File: src/rtl/midi_event_tx.sv
// rtl/midi_event_tx.sv - debounced note state to MIDI Note On/Off serial transmitter
module midi_event_tx #(
    parameter int F_CLK       = 12_000_000,
    parameter int BAUD        = 31250,
    parameter int CHANNEL     = 0,
    parameter int VELOCITY    = 100,
    parameter int HOLD_CYCLES = 1200
) (
    input  logic       clk,
    input  logic       reset,
    input  logic [6:0] midi,
    input  logic       note_on,
    output logic       tx,
    output logic       busy
);
    localparam int DIV    = F_CLK / BAUD;
    localparam int DIV_W  = (DIV > 1) ? $clog2(DIV) : 1;
    localparam int HOLD_W = $clog2(HOLD_CYCLES + 1);
    localparam logic [DIV_W-1:0]  DIV_LAST = DIV_W'(DIV - 1);
    localparam logic [HOLD_W-1:0] HOLD_MAX = HOLD_W'(HOLD_CYCLES);
    localparam logic [3:0]        CHAN     = 4'(CHANNEL);
    localparam logic [6:0]        VEL      = 7'(VELOCITY);

    typedef enum logic [1:0] {IDLE, START, DATA, STOP} state_t;

    logic [7:0]        key, key_q;
    logic [HOLD_W-1:0] hold_cnt;
    logic              filt_on;
    logic [6:0]        filt_note;

    state_t            state, state_n;
    logic [1:0]        byte_idx, byte_n;
    logic [2:0]        bit_idx, bit_n;
    logic [DIV_W-1:0]  div_cnt, div_n;
    logic [2:0][7:0]   msg, msg_n;
    logic              snd_on, snd_on_n;
    logic [6:0]        snd_note, snd_note_n;
    logic              tx_n, busy_n, bit_end;

    // The note number is masked while note_on is low so it cannot restart the hold count.
    assign key = note_on ? {1'b1, midi} : 8'h00;

    always_ff @(posedge clk) begin
        if (!reset) begin
            key_q     <= 8'h00;
            hold_cnt  <= '0;
            filt_on   <= 1'b0;
            filt_note <= 7'd0;
        end else begin
            key_q <= key;
            if (key != key_q)
                hold_cnt <= '0;
            else if (hold_cnt != HOLD_MAX)
                hold_cnt <= hold_cnt + HOLD_W'(1);
            if (hold_cnt == HOLD_MAX)
                {filt_on, filt_note} <= key_q;
        end
    end

    always_ff @(posedge clk) begin
        if (!reset) begin
            state    <= IDLE;
            byte_idx <= 2'd0;
            bit_idx  <= 3'd0;
            div_cnt  <= '0;
            msg      <= '0;
            snd_on   <= 1'b0;
            snd_note <= 7'd0;
            tx       <= 1'b1;
            busy     <= 1'b0;
        end else begin
            state    <= state_n;
            byte_idx <= byte_n;
            bit_idx  <= bit_n;
            div_cnt  <= div_n;
            msg      <= msg_n;
            snd_on   <= snd_on_n;
            snd_note <= snd_note_n;
            tx       <= tx_n;
            busy     <= busy_n;
        end
    end

    assign bit_end = (div_cnt == DIV_LAST);

    always_comb begin
        state_n    = state;
        byte_n     = byte_idx;
        bit_n      = bit_idx;
        div_n      = div_cnt;
        msg_n      = msg;
        snd_on_n   = snd_on;
        snd_note_n = snd_note;
        case (state)
            IDLE: begin
                div_n  = '0;
                byte_n = 2'd0;
                bit_n  = 3'd0;
                if (filt_on && !snd_on) begin
                    msg_n      = {{1'b0, VEL}, {1'b0, filt_note}, {4'h9, CHAN}};
                    snd_on_n   = 1'b1;
                    snd_note_n = filt_note;
                    state_n    = START;
                end else if (snd_on && (!filt_on || filt_note != snd_note)) begin
                    // A note change goes out as Off first; the next IDLE pass sends the new On.
                    msg_n    = {8'h40, {1'b0, snd_note}, {4'h8, CHAN}};
                    snd_on_n = 1'b0;
                    state_n  = START;
                end
            end
            START: begin
                if (bit_end) begin
                    div_n   = '0;
                    state_n = DATA;
                end else begin
                    div_n = div_cnt + DIV_W'(1);
                end
            end
            DATA: begin
                if (bit_end) begin
                    div_n = '0;
                    if (bit_idx == 3'd7)
                        state_n = STOP;
                    else
                        bit_n = bit_idx + 3'd1;
                end else begin
                    div_n = div_cnt + DIV_W'(1);
                end
            end
            STOP: begin
                if (bit_end) begin
                    div_n = '0;
                    bit_n = 3'd0;
                    if (byte_idx == 2'd2) begin
                        state_n = IDLE;
                    end else begin
                        byte_n  = byte_idx + 2'd1;
                        state_n = START;
                    end
                end else begin
                    div_n = div_cnt + DIV_W'(1);
                end
            end
            default: state_n = IDLE;
        endcase

        // tx and busy are registered from the next state so they stay aligned and glitch-free.
        case (state_n)
            START:   tx_n = 1'b0;
            DATA:    tx_n = msg_n[byte_n][bit_n];
            default: tx_n = 1'b1;
        endcase
        busy_n = (state_n != IDLE);
    end
endmodule
File: config.mk
export PLATFORM = sky130hd
export DESIGN_NAME = midi_event_tx
export DESIGN_NICKNAME = d
export VERILOG_FILES = /design/src/rtl/midi_event_tx.sv
export SDC_FILE = /design/constraint.sdc
export NUM_CORES = 1
export LEC_CHECK = 0
export CORE_MARGIN = 8
export CORE_UTILIZATION = 55
export DETAILED_ROUTE_END_ITERATION = 8
export GPL_ROUTABILITY_DRIVEN = 0
export GPL_TIMING_DRIVEN = 0
export PLACE_DENSITY = 0.82
export SLEW_MARGIN = 0
export SYNTH_ARGS = -nofsm -noshare
export SYNTH_HDL_FRONTEND = slang
export SYNTH_SLANG_ARGS = --single-unit
export TNS_END_PERCENT = 1
File: constraint.sdc
create_clock -name clk -period 2.24 [get_ports clk]
set_input_delay 0.448 -clock clk [delete_from_list [all_inputs] [get_ports clk]]
set_output_delay 0.448 -clock clk [all_outputs]
set_load 0.005 [all_outputs]
==> impl_metrics.py, run 1 <==
metrics = {
    "run_status": {
        "status": "finished, violations left",
        "violations": "negative setup slack",
    },
    "logic_synthesis": {
        "ys_seq_elements": 77,
        "async_flop_share": 0,
        "synthMuxAreaShare": 0.0339,
        "synth-simple-area-share": 0.253,
        "synth-xor-area-share": 0.0630,
        "synthCells": 411,
        "synth_edf_count": 0,
        "avgSynthCellArea_um2": 8.80,
        "synth_cell_types": 65,
        "synthAdderAreaFrac": 0.0346,
        "synthesis.area_um2": 3620,
        "synth_ff_type": "dfxtp_1",
        "yosysSeqAreaShare": 0.426,
        "synth-compound-area-share": 0.155,
        "yosysWarningCount": 0,
        "synth_top_family_by_area": "simple AND/OR/NAND/NOR gates",
        "synth_nets": 431,
    },
    "floorplanning": {
        "die_w_um": 97.1,
        "rows": 29,
        "start_util": 0.569,
        "core_um2": 6350,
        "die_h_um": 97.1,
        "ios": 12,
        "dieArea_um2": 9430,
    },
    "sta": {
        "hold_viol": 0,
        "clock.fmax_mhz": 407,
        "period_share": 1.10,
        "slew_headroom": 0.571,
        "tightest_slew_ns": 0.643,
        "rsz0062_at_grt": "true",
        "fin_ws_ns": -0.217,
        "slew_violations": 0,
        "fin_crit_ns": 2.46,
        "skew_ns": 0.00803,
        "hold_ws_ns": 0.470,
        "final-setup-viol-count": 1,
    },
    "worst_setup_path": {
        "start_kind": "flip-flop",
        "arrival_ns": 2.69,
        "worstSetupPathType": "reg -> reg",
        "r2r-start": "snd_on$_SDFFE_PN0P_",
        "endpoint": "tx$_SDFF_PN1_",
        "rr_endpoint": "tx$_SDFF_PN1_",
        "critical_path.max_fanout": 10,
        "critPathLaunch": "snd_on$_SDFFE_PN0P_",
        "reg2reg_depth": 7,
        "worst_ep_required_time_ns": 2.47,
        "reg2reg_slack_ns": -0.22,
        "cp-end-kind": "flip-flop",
    },
    "clock_network": {
        "cts_tree": "built",
        "cts_inserted_buffers": 9,
        "ctsHoldBuffers": 0,
        "clkLatencyLatePin_ns": 0.37,
        "clkSinkCount": 77,
        "htreeDepth": 3,
        "cts_root_buffer": "clkbuf_8",
        "clockBufferDepth": 2,
        "clk_pin_slew_worst_paths_ns": 0.08,
    },
    "finish": {
        "drive_gt1_frac": 0.245,
        "antenna_cells": 0,
        "final_cell_mix": "64 x nor2_1, 53 x dfxtp_1, 34 x nand2_1",
        "fin_area_um2": 4540,
        "num-nets-final": 476,
        "area_growth_pct": 25.6,
        "multiInputGateArea_um2": 2240,
        "layout_commonest_cell": "nor2_1",
        "ff_latch_area_um2": 1580,
        "fillers": 441,
    },
    "global_route": {
        "grt_pass1_wl_um": 14800,
        "met3_usage": 0.0427,
        "grt_max_degree": 16,
        "busiest_layer": "met2",
        "met1_usage": 0.212,
        "grt_antenna_before_repair": 0,
        "grt_usage": 0.189,
        "overflow": 0,
        "first_global_vias": 3242,
        "met2_usage": 0.321,
    },
    "routing": {
        "wl_per_cell_um": 16.4,
        "final_antenna_net_count": 0,
        "drt_wl_total_um": 8810,
        "drc": 0,
        "drt_iter0_markers": 215,
        "num_vias": 3198,
        "first_pass_iters": 6,
        "vias_per_cell": 5.94,
    },
    "job": {
        "drv_cap": 0,
    },
    "power": {
        "power_frac_seq": 0.527,
        "vdd_drop_max_uv": 502,
        "swShare": 0.251,
        "cellLeakagePower_nw": 1.82,
        "powerDensity_nw_per_um2": 582,
        "pwr-share-clk": 0.415,
        "p_int_mw": 1.98,
        "combPwrFrac": 0.059,
        "p_sw_mw": 0.663,
    },
    "min_path": {
        "min_path_type": "reg -> reg",
    },
    "place": {
        "pre_cts_slack_ns": -0.381,
        "hpwl_um": 5570,
        "port_buffers": 11,
        "placed_area_um2": 3870,
    },
}
==> metal layers <==
layer	wire length, um	vias to the layer above
met5	0	-
met4	380	0
met3	417	41
met2	4330	88
met1	3680	1527
li1	-	1542
==> final cells by class <==
class | instances | area share
Inverter | 14 | 0.0116
Buffer | 14 | 0.0152
Sequential cell | 77 | 0.349
Clock buffer | 9 | 0.0273
Timing Repair Buffer | 35 | 0.0647
Tap cell | 77 | 0.0212
Clock inverter | 7 | 0.0179
Multi-Input combinational cell | 305 | 0.493
==> power by group through the flow <==
stage | sequential [mW] | clock (mW) | combinational (mW)
final | 1.39 | 1.10 | 0.155
after floorplan | 1.43 | 0 | 0.0821
after global routing | 1.39 | 1.17 | 0.170
after detailed placement | 1.43 | 0 | 0.142
after global placement | 1.43 | 0 | 0.138
after CTS | 1.39 | 1.11 | 0.152
==> worst max-delay path, stage by stage, from the launching register on <==
cell and delay [ns]:
dfxtp_1 0.50, nor2b_1 0.18, and2_0 0.31, clkbuf_1 0.30, a222oi_1 0.52, nand2_1 0.13, a31oi_1 0.23, a41oi_2 0.14
==> sequential cells by signal, summed over array words and instances, names as in the netlist <==
register,count
msg,24
bit_idx,3
state,2
busy,1
filt_note,7
div_cnt,9
key_q,8
byte_idx,2
snd_on,1
snd_note,7
tx,1
filt_on,1
hold_cnt,11
==> synthesized netlist by cell type (all sizes together) (3+ instances only) <==
library cell / count / share of area
mux2i: 10 / 0.028
nor2: 64 / 0.066
nor3: 11 / 0.017
nand3: 15 / 0.021
xnor2: 17 / 0.041
o211ai: 4 / 0.0083
o22ai: 3 / 0.0052
nand2b: 3 / 0.0052
nand4: 5 / 0.012
xor2: 9 / 0.022
o21ai: 14 / 0.019
a222oi: 3 / 0.0083
o31ai: 3 / 0.0076
inv: 13 / 0.013
nand3b: 5 / 0.010
a22oi: 4 / 0.0083
ha: 10 / 0.035
a21oi: 19 / 0.028
buf: 5 / 0.0097
and3: 25 / 0.043
o31a: 3 / 0.0073
clkbuf: 10 / 0.010
and2: 6 / 0.011
dfxtp: 77 / 0.43
nand2: 37 / 0.039
==> cells by family (layout without fill, tap and decap cells) <==
group / after synthesis / in the layout
buf+inv: 29 / 79
xor+xnor: 26 / 26
flops: 77 / 77
simple gates: 183 / 183
fa+ha+maj: 10 / 10
compound gates: 74 / 74
mux: 12 / 12
==> through the flow <==
| stage | std cells | power [mW] | TNS [ns] | utilization |
|---|---|---|---|---|
| 3_3_place_gp | 499 | 1.57 | -0.802 | 0.610 |
| 5_1_grt | 538 | 2.74 | -0.453 | 0.715 |
| 4_1_cts | 532 | 2.66 | -0.100 | 0.704 |
| 2_1_floorplan | 411 | 1.51 | 0 | - |
| 6_report | 538 | 2.64 | -0.217 | 0.715 |
| 3_5_place_dp | 499 | 1.57 | -0.964 | 0.610 |
==> how the worst min path moves through the flow <==
stage | end | slack [ns] | start | cells after the start
floorplan | div_cnt[0]$_SDFF_PP0_ | 0.42 | div_cnt[0]$_SDFF_PP0_ | 1
global placement | div_cnt[0]$_SDFF_PP0_ | 0.43 | div_cnt[0]$_SDFF_PP0_ | 1
detailed placement | div_cnt[0]$_SDFF_PP0_ | 0.44 | div_cnt[0]$_SDFF_PP0_ | 1
CTS | msg[23]$_SDFF_PN0_ | 0.47 | msg[23]$_SDFF_PN0_ | 2
global route | msg[23]$_SDFF_PN0_ | 0.49 | msg[23]$_SDFF_PN0_ | 2
finish | msg[23]$_SDFF_PN0_ | 0.47 | msg[23]$_SDFF_PN0_ | 2
==> timing repair <==
item | in CTS | in global routing
endpoints found under the setup margin | 1 | 4
pin swaps | 23 | 8
buffers inserted | 17 | 7
resized for setup | 60 | 7
Power figures use the tool's default switching activity.
==> run 2, diff against run 1 <==
--- a/config.mk
+++ b/config.mk
@@ -5,7 +5,7 @@
 export SDC_FILE = /design/constraint.sdc
 export NUM_CORES = 1
 export LEC_CHECK = 0
-export CORE_MARGIN = 8
+export ABC_CLOCK_PERIOD_IN_PS = 2240
 export CORE_UTILIZATION = 55
 export DETAILED_ROUTE_END_ITERATION = 8
 export GPL_ROUTABILITY_DRIVEN = 0
@@ -15,4 +15,3 @@
 export SYNTH_ARGS = -nofsm -noshare
 export SYNTH_HDL_FRONTEND = slang
 export SYNTH_SLANG_ARGS = --single-unit
-export TNS_END_PERCENT = 1
==> run 2 against run 1 <==
Effect of this change: the flow still finishes with violations (negative setup slack); non-clock buffer count down 5; clock power up 18%; register-to-register slack about the same; final cell count down 0.93%; sequential cell count unchanged; wire length down 0.85%; first-iteration DRC count up 6.0%; die area down 27%; power up 7.7%; clock skew up 0.010 ns; clock-buffer cell count unchanged; worst setup slack worse by 0.0072 ns.
==> impl_metrics.py, run 2 (synthesis gave the netlist of run 1 again) <==
metrics = {
    "run_status": {
        "violations": "negative setup slack",
        "status": "finished, violations left",
    },
    "sta": {
        "rsz0062_at_grt": "true",
        "skew_ns": 0.0183,
        "period_share": 1.10,
        "fin_crit_ns": 2.46,
        "slew_violations": 0,
        "setup-tns-final_ns": -0.224,
        "slew_headroom": 0.564,
        "clock.fmax_mhz": 406,
        "final-setup-viol-count": 1,
        "hold_viol": 0,
        "tightest_slew_ns": 0.654,
        "fin_ws_ns": -0.224,
    },
    "floorplanning": {
        "die_h_um": 83.1,
        "core_um2": 6350,
        "dieArea_um2": 6900,
        "rows": 29,
        "start_util": 0.569,
        "ios": 12,
        "die_w_um": 83.1,
    },
    "finish": {
        "num-nets-final": 471,
        "finalNonFillerCells": 533,
        "largest-register": "msg",
        "final_cell_mix": "64 x nor2_1, 60 x dfxtp_1, 34 x nand2_1",
        "fin_area_um2": 4510,
        "largestRegisters": "msg: 24 flops, hold_cnt: 11 flops, div_cnt: 9 flops",
        "largest_register_ff_count": 24,
        "fillers": 447,
        "layout_commonest_cell": "nor2_1",
        "drive_gt1_frac": 0.217,
        "antenna_cells": 0,
        "area_growth_pct": 24.8,
    },
    "global_route": {
        "grt_max_degree": 15,
        "grt_pass1_wl_um": 14400,
        "grt_antenna_before_repair": 0,
        "grt_usage": 0.265,
        "overflow": 0,
        "first_global_vias": 3093,
    },
    "routing": {
        "wl_per_cell_um": 16.4,
        "drt_iter0_markers": 228,
        "drc": 0,
        "vias_per_cell": 5.88,
        "first_pass_iters": 5,
        "final_antenna_net_count": 0,
        "num_vias": 3134,
        "drt_wl_total_um": 8740,
    },
    "min_path": {
        "min_path_type": "reg -> reg",
    },
    "power": {
        "powerDensity_nw_per_um2": 631,
        "cellLeakagePower_nw": 1.83,
        "vdd_drop_max_uv": 588,
    },
    "worst_setup_path": {
        "slowest_stage": "o311a_4",
        "arrival_ns": 2.70,
        "cp-end-kind": "flip-flop",
        "cp_cell_sequence": "xnor2_2, nand4_4, o311a_4, a222oi_1, buf_4, o211ai_1, a211oi_2, a311o_1, a41oi_2",
        "start_kind": "flip-flop",
        "worstSetupPathType": "reg -> reg",
        "critical_path.max_fanout": 6,
        "cpPeakStageDelay_ns": 0.39,
        "worst_ep_required_time_ns": 2.47,
    },
    "clock_network": {
        "clkSinkCount": 77,
        "cts_root_buffer": "clkbuf_8",
        "htreeDepth": 3,
        "clk_pin_slew_worst_paths_ns": 0.09,
        "cts_tree": "built",
        "clockBufferDepth": 2,
        "clkLatencyLatePin_ns": 0.37,
        "cts_inserted_buffers": 9,
    },
    "place": {
        "dp_cells": 499,
        "hpwl_um": 5570,
        "port_buffers": 11,
        "placed_area_um2": 3870,
    },
    "job": {
        "drv_cap": 0,
    },
}
[run 2: where the power goes]
group	leakage (nW)	switching, mW	total [mW]	internal, mW
registers	0.631	0.0131	1.40	1.38
logic	1.07	0.0850	0.155	0.0704
clock network	0.124	0.548	1.30	0.748
total	1.83	0.646	2.85	2.20
[run 2: final cells by class]
cell class                      instances  area (um^2)  area share
Buffer                                 15         80.1      0.0177
Clock buffer                            9          124      0.0275
Clock inverter                          7          121      0.0269
Inverter                               14         52.6      0.0116
Multi-Input combinational cell        305         2210       0.491
Sequential cell                        77         1570       0.347
Tap cell                               77         96.3      0.0214
Timing Repair Buffer                   29          258      0.0571
[run 2: final timing paths]
path	end	start	cells past startpoint	slack, ns
worst max-delay path	tx$_SDFF_PN1_	filt_note[1]$_SDFFE_PN0N_	9	-0.22
worst max register to register	tx$_SDFF_PN1_	filt_note[1]$_SDFFE_PN0N_	9	-0.22
worst min-delay path	msg[23]$_SDFF_PN0_	msg[23]$_SDFF_PN0_	2	0.46
worst min register to register	msg[23]$_SDFF_PN0_	msg[23]$_SDFF_PN0_	2	0.46
[run 2: worst max-delay path: cells and delay by family, from the launching register on]
family          cells  cell delay [ns]
buf+inv             1             0.18
xor+xnor            1             0.24
compound gates      6             1.34
flops               1             0.36
simple gates        1             0.20
[run 2: layer usage]
metal  GRT usage  vias up  wire [um]
met5           0        -          0
met4       0.150        0        278
li1            -     1542          -
met3      0.0586       31        374
met1       0.316     1473       3810
met2       0.442       88       4280
[run 2: repair_timing]
action / 4_1_cts / 5_1_grt
pin swaps: 19 / 5
endpoints found under the setup margin: 1 / 4
gates resized for setup: 46 / 7
setup buffers: 14 / 4
hold buffers: 0 / 0
[run 2: metrics by stage]
step	hold slack (ns)	util	total power, mW	setup WS, ns
after global routing	0.488	0.711	2.94	-0.302
after CTS	0.457	0.702	2.84	-0.109
after detailed placement	0.433	0.610	1.57	-0.374
final	0.459	0.711	2.85	-0.224
after global placement	0.427	0.610	1.57	-0.289
after floorplan	0.420	-	1.51	0.00693
==> run 3, diff against run 2 <==
--- a/config.mk
+++ b/config.mk
@@ -6,11 +6,12 @@
 export NUM_CORES = 1
 export LEC_CHECK = 0
 export ABC_CLOCK_PERIOD_IN_PS = 2240
-export CORE_UTILIZATION = 55
+export CORE_UTILIZATION = 57
 export DETAILED_ROUTE_END_ITERATION = 8
+export DONT_BUFFER_PORTS = 1
 export GPL_ROUTABILITY_DRIVEN = 0
 export GPL_TIMING_DRIVEN = 0
-export PLACE_DENSITY = 0.82
+export PLACE_DENSITY = 0.81
 export SLEW_MARGIN = 0
 export SYNTH_ARGS = -nofsm -noshare
 export SYNTH_HDL_FRONTEND = slang
==> run 3 against run 2 <==
Effect of this change: the flow still finishes with violations (negative setup slack); clock power down 22%; sequential share of layout area is 1.2 points higher; sequential cell count stayed put; final cell count decreased by 2.3%; die area decreased by 3.4%; via count decreased by 0.96%; cell area shrank 3.4%; worst hold slack got worse by 0.21 ns; combinational power fell by 23%; first-iteration DRC count is 3.5% higher; highest routed layer unchanged.
==> impl_metrics.py, run 3 (synthesis gave the netlist of run 1 again) <==
metrics = {
    "run_status": {
        "status": "finished, violations left",
        "violations": "negative setup slack",
    },
    "power": {
        "cellLeakagePower_nw": 1.78,
        "vdd_drop_max_uv": 675,
        "powerDensity_nw_per_um2": 579,
        "finalPower_mw": 2.52,
    },
    "global_route": {
        "grt_usage": 0.255,
        "grt_max_degree": 14,
        "grt_antenna_before_repair": 0,
        "grt_pass1_wl_um": 12800,
        "overflow": 0,
        "first_global_vias": 2826,
    },
    "place": {
        "hpwl_um": 5290,
        "pre_cts_slack_ns": -0.381,
        "port_buffers": 0,
        "dp_cells": 486,
        "placed_area_um2": 3760,
    },
    "sta": {
        "hold_viol": 0,
        "final-setup-viol-count": 1,
        "fin_ws_ns": -0.229,
        "slew_headroom": 0.565,
        "period_share": 1.10,
        "rsz0062_at_grt": "true",
        "fin_crit_ns": 2.47,
        "slew_violations": 0,
        "clock.fmax_mhz": 405,
        "skew_ns": 0.00782,
        "tightest_slew_ns": 0.652,
    },
    "worst_setup_path": {
        "worstSetupPathType": "reg -> reg",
        "cp-end-kind": "flip-flop",
        "worst_ep_required_time_ns": 2.51,
        "critical_path.max_fanout": 7,
        "arrival_ns": 2.74,
        "start_kind": "flip-flop",
    },
    "routing": {
        "wl_per_cell_um": 16.1,
        "num_vias": 3104,
        "drt_wl_total_um": 8370,
        "drc": 0,
        "drt_iter0_markers": 236,
        "first_pass_iters": 7,
        "vias_per_cell": 5.96,
        "final_antenna_net_count": 0,
    },
    "finish": {
        "largest_register_ff_count": 24,
        "area_growth_pct": 20.5,
        "layout_commonest_cell": "nor2_1",
        "drive_gt1_frac": 0.224,
        "fin_area_um2": 4360,
        "utilization": 0.723,
        "num-nets-final": 463,
        "antenna_cells": 0,
        "largestRegisters": "msg: 24 flops, hold_cnt: 11 flops, div_cnt: 9 flops",
        "largest-register": "msg",
        "fillers": 440,
        "finalNonFillerCells": 521,
        "final_cell_mix": "64 x nor2_1, 60 x dfxtp_1, 34 x nand2_1",
    },
    "job": {
        "drv_cap": 0,
    },
    "clock_network": {
        "cts_root_buffer": "clkbuf_8",
        "clk_pin_slew_worst_paths_ns": 0.08,
        "htreeDepth": 3,
        "cts_inserted_buffers": 9,
        "clkSinkCount": 77,
        "cts_tree": "built",
        "clockBufferDepth": 2,
        "clkLatencyLatePin_ns": 0.35,
    },
    "floorplanning": {
        "start_util": 0.600,
        "rows": 28,
        "ios": 12,
        "dieArea_um2": 6670,
        "die_w_um": 81.6,
        "core_um2": 6030,
        "die_h_um": 81.6,
    },
    "min_path": {
        "min_path_type": "in -> reg",
    },
}
[run 3: layer usage]
metal | wire (um) | part of all wire | track usage
met4 | 158 | 0.019 | 0.0860
met2 | 4210 | 0.50 | 0.442
met1 | 3530 | 0.42 | 0.309
met3 | 465 | 0.056 | 0.0622
met5 | 0 | 0 | 0
[run 3: path summary, 6_finish.rpt]
| check | startpoint | end | slack, ns | cells past startpoint |
|---|---|---|---|---|
| hold / removal | midi[6] | key_q[6]$_SDFF_PN0_ | 0.25 | 1 |
| setup / recovery | bit_idx[0]$_SDFF_PN0_ | tx$_SDFF_PN1_ | -0.23 | 9 |
| hold reg to reg | msg[23]$_SDFF_PN0_ | msg[23]$_SDFF_PN0_ | 0.45 | 2 |
| setup reg to reg | bit_idx[0]$_SDFF_PN0_ | tx$_SDFF_PN1_ | -0.23 | 9 |
[run 3: repair_timing]
item	in CTS	in global routing
pin swaps	20	15
gates resized for setup	41	12
setup endpoints to repair	1	1
hold buffers	0	0
setup buffers	15	7
[run 3: layout make-up]
class | instances | area [um^2] | area share
Timing Repair Buffer | 22 | 181 | 0.0416
Tap cell | 75 | 93.8 | 0.0215
Multi-Input combinational cell | 305 | 2210 | 0.506
Clock inverter | 5 | 63.8 | 0.0146
Inverter | 14 | 52.6 | 0.0121
Clock buffer | 9 | 124 | 0.0284
Buffer | 14 | 72.6 | 0.0167
Sequential cell | 77 | 1560 | 0.359
[run 3: power by group]
| part | internal (mW) | total [mW] | switching [mW] |
|---|---|---|---|
| Combinational | 0.0474 | 0.120 | 0.0725 |
| Sequential | 1.38 | 1.40 | 0.0131 |
| Clock | 0.507 | 1.01 | 0.501 |
[run 3: worst max-delay path, stage by stage (launching register included)]
cell and delay (ns):
dfxtp_1 0.35, ha_2 0.22, and2_4 0.18, o31a_1 0.33, or3_4 0.35, a32oi_4 0.32
buf_6 0.15, and4_1 0.17, a31oi_1 0.10, a41oi_2 0.23
[run 3: metrics by stage]
step	hold slack (ns)	setup TNS (ns)
after global routing	0.236	-0.314
final	0.246	-0.229
after detailed placement	0.436	-0.381
after CTS	0.240	-0.207
after floorplan	0.420	0
after global placement	0.428	-0.352
